==> src/rtl/uart_pkg.sv <==
// Shared UART definitions: FSM state encoding, frame geometry and default bit timing.
// Used by both the transmitter and the matching receiver.
package uart_pkg;

    typedef enum logic [1:0] {
        ST_IDLE  = 2'd0,
        ST_START = 2'd1,
        ST_DATA  = 2'd2,
        ST_STOP  = 2'd3
    } uart_state_e;

    // 100 MHz board clock at 9600 baud
    localparam int unsigned DEFAULT_CLKS_PER_BIT = 10417;
    localparam int unsigned DATA_BITS            = 8;
    localparam int unsigned FRAME_BITS           = 10;

    // Counter width able to hold 0..n-1, never narrower than one bit
    function automatic int unsigned cnt_width(input int unsigned n);
        return (n > 1) ? $clog2(n) : 1;
    endfunction

endpackage

==> src/rtl/sync_fifo.sv <==
// Single-clock first-in first-out buffer with registered occupancy count.
// Head entry is readable combinationally; pushes to full and pops from empty are ignored.
module sync_fifo #(
    parameter int unsigned WIDTH = 8,
    parameter int unsigned DEPTH = 4
) (
    input  logic                       clk,
    input  logic                       reset,
    input  logic                       push,
    input  logic [WIDTH-1:0]           wdata,
    input  logic                       pop,
    output logic [WIDTH-1:0]           rdata,
    output logic [$clog2(DEPTH):0]     count,
    output logic                       full,
    output logic                       empty
);

    localparam int unsigned AW      = $clog2(DEPTH);
    localparam int unsigned COUNT_W = AW + 1;

    logic [WIDTH-1:0]   mem_q [DEPTH];
    logic [WIDTH-1:0]   mem_d [DEPTH];
    logic [AW-1:0]      wr_ptr_q, wr_ptr_d;
    logic [AW-1:0]      rd_ptr_q, rd_ptr_d;
    logic [COUNT_W-1:0] count_q, count_d;
    logic               push_ok;
    logic               pop_ok;

    assign full    = (count_q == COUNT_W'(DEPTH));
    assign empty   = (count_q == '0);
    assign push_ok = push && !full;
    assign pop_ok  = pop && !empty;
    assign rdata   = mem_q[rd_ptr_q];
    assign count   = count_q;

    // Pointers wrap naturally because DEPTH is a power of two
    always_comb begin
        mem_d    = mem_q;
        wr_ptr_d = wr_ptr_q;
        rd_ptr_d = rd_ptr_q;
        count_d  = count_q;
        if (push_ok) begin
            mem_d[wr_ptr_q] = wdata;
            wr_ptr_d        = wr_ptr_q + AW'(1);
        end
        if (pop_ok) begin
            rd_ptr_d = rd_ptr_q + AW'(1);
        end
        case ({push_ok, pop_ok})
            2'b10:   count_d = count_q + COUNT_W'(1);
            2'b01:   count_d = count_q - COUNT_W'(1);
            default: count_d = count_q;
        endcase
    end

    always_ff @(posedge clk) begin
        if (!reset) begin
            wr_ptr_q <= '0;
            rd_ptr_q <= '0;
            count_q  <= '0;
            for (int i = 0; i < int'(DEPTH); i++) begin
                mem_q[i] <= '0;
            end
        end else begin
            wr_ptr_q <= wr_ptr_d;
            rd_ptr_q <= rd_ptr_d;
            count_q  <= count_d;
            for (int i = 0; i < int'(DEPTH); i++) begin
                mem_q[i] <= mem_d[i];
            end
        end
    end

endmodule

==> src/rtl/uart_tx.sv <==
// Buffered 8N1 UART transmitter: bytes queue in a small FIFO and are serialised
// LSB first, with back-to-back frames sent without an idle gap.
module uart_tx
    import uart_pkg::*;
#(
    parameter int unsigned CLKS_PER_BIT = DEFAULT_CLKS_PER_BIT,
    parameter int unsigned FIFO_DEPTH   = 4
) (
    input  logic                          clk,
    input  logic                          reset,
    input  logic [7:0]                    tx_data,
    input  logic                          tx_valid,
    output logic                          tx_ready,
    output logic                          TxD,
    output logic                          busy,
    output logic [$clog2(FIFO_DEPTH):0]   fifo_count
);

    localparam int unsigned CNT_W   = cnt_width(CLKS_PER_BIT);
    localparam int unsigned BIT_W   = $clog2(DATA_BITS);

    uart_state_e          state_q, state_d;
    logic [CNT_W-1:0]     baud_cnt_q, baud_cnt_d;
    logic [BIT_W-1:0]     bit_idx_q, bit_idx_d;
    logic [DATA_BITS-1:0] shift_q, shift_d;
    logic                 txd_q, txd_d;
    logic                 busy_q, busy_d;

    logic                 fifo_push;
    logic                 fifo_pop;
    logic [7:0]           fifo_rdata;
    logic                 fifo_full;
    logic                 fifo_empty;
    logic                 bit_end;
    logic                 last_bit;

    // Writes are refused while reset is held so nothing slips in during a flush
    assign tx_ready  = !fifo_full;
    assign fifo_push = tx_valid && tx_ready && reset;
    assign bit_end   = (baud_cnt_q == CNT_W'(CLKS_PER_BIT - 1));
    assign last_bit  = (bit_idx_q == BIT_W'(DATA_BITS - 1));
    assign TxD       = txd_q;
    assign busy      = busy_q;

    sync_fifo #(
        .WIDTH (8),
        .DEPTH (FIFO_DEPTH)
    ) u_fifo (
        .clk   (clk),
        .reset (reset),
        .push  (fifo_push),
        .wdata (tx_data),
        .pop   (fifo_pop),
        .rdata (fifo_rdata),
        .count (fifo_count),
        .full  (fifo_full),
        .empty (fifo_empty)
    );

    // Next-state and serialiser; TxD is computed one edge early so the line comes straight from a flop
    always_comb begin
        state_d    = state_q;
        baud_cnt_d = baud_cnt_q;
        bit_idx_d  = bit_idx_q;
        shift_d    = shift_q;
        txd_d      = txd_q;
        fifo_pop   = 1'b0;

        case (state_q)
            ST_IDLE: begin
                txd_d = 1'b1;
                if (!fifo_empty) begin
                    fifo_pop   = 1'b1;
                    shift_d    = fifo_rdata;
                    bit_idx_d  = '0;
                    baud_cnt_d = '0;
                    txd_d      = 1'b0;
                    state_d    = ST_START;
                end
            end
            ST_START: begin
                if (bit_end) begin
                    baud_cnt_d = '0;
                    txd_d      = shift_q[0];
                    shift_d    = {1'b0, shift_q[DATA_BITS-1:1]};
                    state_d    = ST_DATA;
                end else begin
                    baud_cnt_d = baud_cnt_q + CNT_W'(1);
                end
            end
            ST_DATA: begin
                if (bit_end) begin
                    baud_cnt_d = '0;
                    if (last_bit) begin
                        txd_d   = 1'b1;
                        state_d = ST_STOP;
                    end else begin
                        bit_idx_d = bit_idx_q + BIT_W'(1);
                        txd_d     = shift_q[0];
                        shift_d   = {1'b0, shift_q[DATA_BITS-1:1]};
                    end
                end else begin
                    baud_cnt_d = baud_cnt_q + CNT_W'(1);
                end
            end
            ST_STOP: begin
                if (bit_end) begin
                    baud_cnt_d = '0;
                    if (!fifo_empty) begin
                        fifo_pop  = 1'b1;
                        shift_d   = fifo_rdata;
                        bit_idx_d = '0;
                        txd_d     = 1'b0;
                        state_d   = ST_START;
                    end else begin
                        txd_d   = 1'b1;
                        state_d = ST_IDLE;
                    end
                end else begin
                    baud_cnt_d = baud_cnt_q + CNT_W'(1);
                end
            end
            default: begin
                txd_d   = 1'b1;
                state_d = ST_IDLE;
            end
        endcase

        busy_d = (state_d != ST_IDLE);
    end

    always_ff @(posedge clk) begin
        if (!reset) begin
            state_q    <= ST_IDLE;
            baud_cnt_q <= '0;
            bit_idx_q  <= '0;
            shift_q    <= '0;
            txd_q      <= 1'b1;
            busy_q     <= 1'b0;
        end else begin
            state_q    <= state_d;
            baud_cnt_q <= baud_cnt_d;
            bit_idx_q  <= bit_idx_d;
            shift_q    <= shift_d;
            txd_q      <= txd_d;
            busy_q     <= busy_d;
        end
    end

endmodule

==> config.mk <==
export PLATFORM = sky130hd
export DESIGN_NAME = uart_tx
export DESIGN_NICKNAME = d
export VERILOG_FILES = /design/src/rtl/uart_pkg.sv /design/src/rtl/sync_fifo.sv /design/src/rtl/uart_tx.sv
export SDC_FILE = /design/constraint.sdc
export NUM_CORES = 1
export LEC_CHECK = 0
export BUFFER_PORTS_ARGS = -buffer_cell sky130_fd_sc_hd__buf_4
export CAP_MARGIN = 10
export CORE_MARGIN = 2
export CORE_UTILIZATION = 60
export CTS_BUF_LIST = sky130_fd_sc_hd__clkbuf_4 sky130_fd_sc_hd__clkbuf_8 sky130_fd_sc_hd__clkbuf_16
export DETAILED_ROUTE_END_ITERATION = 8
export HOLD_SLACK_MARGIN = 0.03
export PLACE_DENSITY = 0.79
export SYNTH_ARGS = -nofsm -noshare
export SYNTH_HDL_FRONTEND = slang
export SYNTH_SLANG_ARGS = --single-unit
export TNS_END_PERCENT = 5
==> constraint.sdc <==
create_clock -name clk -period 4.3 [get_ports clk]
set_input_delay 0.645 -clock clk [delete_from_list [all_inputs] [get_ports clk]]
set_output_delay 0.645 -clock clk [all_outputs]
set_load 0.01 [all_outputs]
After elaboration in Yosys (flattened, before gate mapping) --
Cells that the tools add are included.
Storage, ports and cells: register bits after elaboration 68, bits of input ports 11, output and inout port bits 6, logic and storage cells 90
Cells by class: add/subtract/negate cells 6, $lt $le $gt $ge 3, equal/unequal tests 13, muxes and demuxes 37, bitwise operators 2, reduce and logical (&&, ||, !) cells 16
Operator list (count):
- 8-bit two-way mux | 8
- 32-bit bitwise mux | 1
- 8-bit one-hot mux with 4 select lines | 1
- 14-bit two-way mux | 2
- 14-bit one-hot mux with 2 select lines | 1
- 8-bit binary-select mux with 2-bit select | 1
- 8-bit demux with 2-bit select | 1
- 14-bit by 1-bit adder with 14-bit output (second input constant) | 1
- 14-bit equality test (second input constant) | 1
- 3-bit two-way mux | 4
- 2-bit two-way mux | 5
- 2-bit != test (second input constant) | 5
- 3-bit one-hot mux with 3 select lines | 1
- 1-bit two-way mux | 8
- 2-bit one-hot mux with 4 select lines | 1
- 4-bit AND reduction | 2
- 3-bit by 1-bit adder with 3-bit output (second input constant) | 2
- 2-bit equality test (second input constant) | 3
- 3-bit equality test (second input constant) | 2
- 3-bit >= comparator (second input constant) | 2
- 2-bit NOT with 3-bit output | 2
- 3-bit one-hot mux with 2 select lines | 1
- 1-bit logical AND | 5
- 2-bit by 1-bit adder with 2-bit output (second input constant) | 2
- other kinds (12) | 15

Longest topological paths before layout --
word-level depth 7, depth in mapped cells 12, mapped depth without buffers 12

Hierarchy --
From an unflattened synthesis, not the netlist that was laid out.
Second synthesis, totals: cell total of the unflattened synthesis 361, area, all modules 3418.3 µm²
By module, submodules not included:
- sync_fifo | times used 1, cells an instance 172, area each 1773.0 µm², sequential area each 780.7 µm²
- uart_tx | times used 1, cells an instance 189, area each 1645.3 µm², sequential area each 580.6 µm²

Worst setup path after synthesis --
No wires, ideal clock.
path kind register -> register, from reg baud_cnt_q[2], to reg u_fifo.count_q[2], in the netlist u_fifo.count[2], library setup time 0.071 ns, arrival time 2.771 ns, data required time 4.229 ns, setup slack 1.458 ns, stages on the path, launching flop included 11, path buffers 0, clock period less this slack 2.842 ns, cell sequence dfxtp_1 or4_4 nor4_4 a21oi_2 nor3_1 ha_1 inv_1 fa_1 xor2_1 or3_1 a21oi_1
Between the ends: cells in the longest elaborated chain, start to end 6, elaborated cells on any way between the ends 8, classes of those cells 3 x eq/ne; 3 x mux; 2 x reduce/logical
RTL lines:
- start, declared | RTL line uart_tx.sv:23 | logic [CNT_W-1:0] baud_cnt_q, baud_cnt_d;
- start signal, assigned | RTL line uart_tx.sv:142 | baud_cnt_q <= baud_cnt_d;
- 14-bit equality test (*) | RTL line uart_tx.sv:40 | assign bit_end = (baud_cnt_q == CNT_W'(CLKS_PER_BIT - 1));
- 1-bit two-way mux (*) | RTL line uart_tx.sv:107 | if (bit_end) begin
- 1-bit one-hot mux with 2 select lines (*) | RTL line uart_tx.sv:69 | case (state_q)
- 1-bit logical AND (*) | RTL line sync_fifo.sv:32 | assign pop_ok = pop && !empty;
- net u_fifo.pop_ok | RTL line sync_fifo.sv:27 | logic pop_ok;
- 2-bit by 1-bit equality test with 1-bit output / 2-bit equality test (equally long branches) | RTL line sync_fifo.sv:49 | case ({push_ok, pop_ok})
- 3-bit one-hot mux with 2 select lines / 2-bit nonzero test (equally long branches)
- end signal, assigned | RTL line sync_fifo.sv:67 | count_q <= count_d;
- end, declared | RTL line sync_fifo.sv:25 | logic [COUNT_W-1:0] count_q, count_d;
The timed path passes the listed nets; every way through them passes the cells marked *. A chain may end at the register's enable or synchronous reset.

Worst setup path after layout --
Same ends and word-level chain as after synthesis.

==> impl_results.md <==
* Status: completed
* Vias/cell at 5.70
* Top cells by area, synth: dfxtp_1 (41%), nand2_1 (9.1%), o21ai_0 (6.6%), mux4_2 (5.4%), ha_1 (5.3%)
* Overall power at 2040 µW
* Final Cell Area at 0.00367 mm²
* # clock sinks at 68
* DRC at 0
* RSZ-0062 raised after global routing: no
* Synth top area share at 0.408
* Clock skew at 0.00988 ns
* NumNets Final at 423
* MaxCap Viol Count at 0
* Critical path class: register to register
* Final setup violating endpoints at 0
* Fin crit period at 3.00 ns
* RePlAce Congestion at 0.807
* Slowest stage delay, CP at 0.56 ns
* Global-route met1 utilization at 0.302
* Syn nets at 416
* Htree depth at 3
* Grt total ovfl at 0
* Router iterations before antenna repair at 4
* Max-slew violations at 0
* Worst hold slack at 0.458 ns
* Most used DFF post-synth: dfxtp_1
* Total number of vias at 2704
* Total CTS buffers at 9
* Worst-margin pin slew at 0.992 ns
* Clock-pin slew on the worst setup and hold paths at 0.08 ns
* Hold WC Path Type: register to register
* Avg Inst Size Synth at 8.55 µm²
* Max Freq at 0.333 GHz
* Row count at 27
* Core box area at 0.00544 mm²
* CTS root buffer: clkbuf_8
* Slowest-stage cell, CP: or4_4
* Number of antenna diodes at 0
* Ys async rst share at 0
* CP Cell Sequence: or4_4, nor4_4, buf_4, a21oi_2, nor3_1, ha_1, inv_1, fa_1, xor2_1, or3_1, a21oi_1
* Met3 Use GR at 0.0494
* Largest net degree at the start of global routing at 45
* Cell count after synthesis at 390
* CP Launch Type: register
* Wirelength per Cell at 13.5 µm
* Initial antenna violation count at 0
* Leak pwr at 0.00131 µW
* PostCTS Resize Cnt at 0
* Final period utilization at 0.697
* YS warnings at 0
* Detail Placement HPWL at 4.40 mm
* EDFF count, synth at 0
* #FFs+latches synth at 68
* Setup TNS at 0 ns
* GRT Util Overall at 0.236
* Hold path cells at 2
* Die height at 78.5 µm
* Worst setup EP type: register
* Yosys cell types at 45
* Pwr per Cell Area at 558 mW/mm²
* DRT iter0 DRCs at 145
* Fin cells at 474
* Yosys top cell by area: dfxtp_1
* Maximum fanout along the worst path at 17
* IR Drop Worst-Case VDD at 0.362 mV
* Grt peak-use layer: met2
* CTS tree: done
* # hold bufs at CTS at 0
* WP data required at 4.57 ns
* Clock Tree Buf Depth at 2
* First-pass GRT wire length at 11.6 mm
* Total Routed Length at 6.40 mm
* Post-synthesis sequential area ratio at 0.408
* Setup Buffers After CTS at 0
* Die W at 78.5 µm
* Area growth, synth to finish at 9.99%
* WP data arrival at 3.27 ns
* Die area at 0.00617 mm²
* Placed inst area at 0.00345 mm²
* Headroom to the max-slew limit at 0.336
* Cells on worst reg2reg path at 11
* Vias in the first global route at 2627
* Placed Cells incl. Taps at 458
* Final hold violation count at 0
* I/O Buffers at 16
* GR Layer Usage met2 at 0.390
* Synthesized area at 0.00333 mm²
* Initial Utilization at 0.613
* Fraction of layout cells with a size suffix above 1 at 0.132
* Worst skew pair latency at 0.34 ns
* IO Pins at 17
* Antenna Violating Nets Remaining at 0
==> logic make-up (layout without fill, tap and decap cells) <==
group,count (synthesis),after routing,share of synthesized area
AND/OR/NAND/NOR,146,146,0.209
AO/OA/AOI/OAI,101,101,0.180
flip-flops,68,68,0.408
buffers and inverters,38,50,0.0507
multiplexers,16,16,0.0781
adder cells (fa/ha/maj),15,15,0.0586
XOR/XNOR,6,6,0.0158
==> final timing paths <==
check,to,start,slack (ns)
worst min register to register,u_fifo.mem_q[19]$_SDFFE_PN0P_,u_fifo.mem_q[19]$_SDFFE_PN0P_,0.46
worst max-delay path,u_fifo.count[2]$_SDFFE_PN0P_,baud_cnt_q[2]$_SDFFE_PN0P_,1.30
worst min-delay path,u_fifo.mem_q[19]$_SDFFE_PN0P_,u_fifo.mem_q[19]$_SDFFE_PN0P_,0.46
worst max register to register,u_fifo.count[2]$_SDFFE_PN0P_,baud_cnt_q[2]$_SDFFE_PN0P_,1.30
==> Yosys cell counts (2+ instances only) <==
master,count
o21ai_0,44
nand3_1,9
nor2_1,20
nand2b_1,5
nor3_1,8
buf_6,3
or3_1,4
xnor2_1,2
buf_2,3
mux2i_1,8
or3b_2,2
a21oi_1,23
ha_1,14
a31oi_1,11
a211oi_1,8
xor2_1,4
a41oi_1,2
and3_1,2
dfxtp_1,68
clkbuf_1,15
mux4_2,8
inv_1,17
a22o_1,4
nand4_1,5
nand2_1,81
==> flip-flops by register name, summed over array words and instances, names as in the netlist <==
signal,cells
TxD,1
baud_cnt_q,14
bit_idx_q,3
busy,1
shift_q,8
state_q,2
u_fifo.count,3
u_fifo.mem_q,32
u_fifo.rd_ptr_q,2
u_fifo.wr_ptr_q,2
==> metal layers <==
layer | vias up | share of wire
met2 | 66 | 0.47
met1 | 1245 | 0.47
met5 | - | 0
met3 | 12 | 0.041
li1 | 1381 | -
met4 | 0 | 0.017
==> report_power, final <==
group	internal (µW)	switching (µW)	leakage (µW)
clock	333	245	0.000106
combinational	279	393	0.000656
sequential	720	76.4	0.000553
==> final cells by class <==
| cell class | count | area, µm² |
|---|---|---|
| multi-input cells | 284 | 1800 |
| inverters | 17 | 63.8 |
| clock buffers | 10 | 131 |
| fillers | 436 | 1770 |
| well taps | 72 | 90.1 |
| clock inverters | 6 | 88.8 |
| flip-flops and latches | 68 | 1360 |
| repair buffers | 17 | 128 |
==> worst max-delay path, delay by kind of cell (launching register included) <==
family	cells	cell delay, ns
AO/OA/AOI/OAI	2	0.22
XOR/XNOR	1	0.15
adder cells (fa/ha/maj)	2	0.61
buffers and inverters	2	0.31
flip-flops	1	0.37
AND/OR/NAND/NOR	4	1.27
==> stage by stage <==
| step | utilization | setup WS, ns |
|---|---|---|
| detailed placement | 0.634 | 1.29 |
| global placement | 0.634 | 1.35 |
| floorplan | - | 1.46 |
| global route | 0.674 | 1.11 |
| CTS | 0.674 | 1.28 |
| finish | 0.674 | 1.30 |
==> layout by cell type (no fill, tap or decap), types with 2 or more instances in the layout <==
| cell type | Yosys | final |
|---|---|---|
| nand2_1 | 81 | 81 |
| dfxtp_1 | 68 | 68 |
| o21ai_0 | 44 | 44 |
| a21oi_1 | 23 | 23 |
| nor2_1 | 20 | 20 |
| inv_1 | 17 | 17 |
| buf_4 | 0 | 17 |
| ha_1 | 14 | 14 |
| a31oi_1 | 11 | 11 |
| nand3_1 | 9 | 9 |
| clkbuf_8 | 0 | 9 |
| nor3_1 | 8 | 8 |
| a211oi_1 | 8 | 8 |
| mux4_2 | 8 | 8 |
| mux2i_1 | 8 | 8 |
| nand4_1 | 5 | 5 |
| nand2b_1 | 5 | 5 |
| or3_1 | 4 | 4 |
| xor2_1 | 4 | 4 |
| a22o_1 | 4 | 4 |
| or3b_2 | 2 | 2 |
| and3_1 | 2 | 2 |
| a41oi_1 | 2 | 2 |
| xnor2_1 | 2 | 2 |
| clkinvlp_4 | 0 | 2 |
| bufinv_16 | 0 | 2 |
Power figures use the tool's default switching activity.
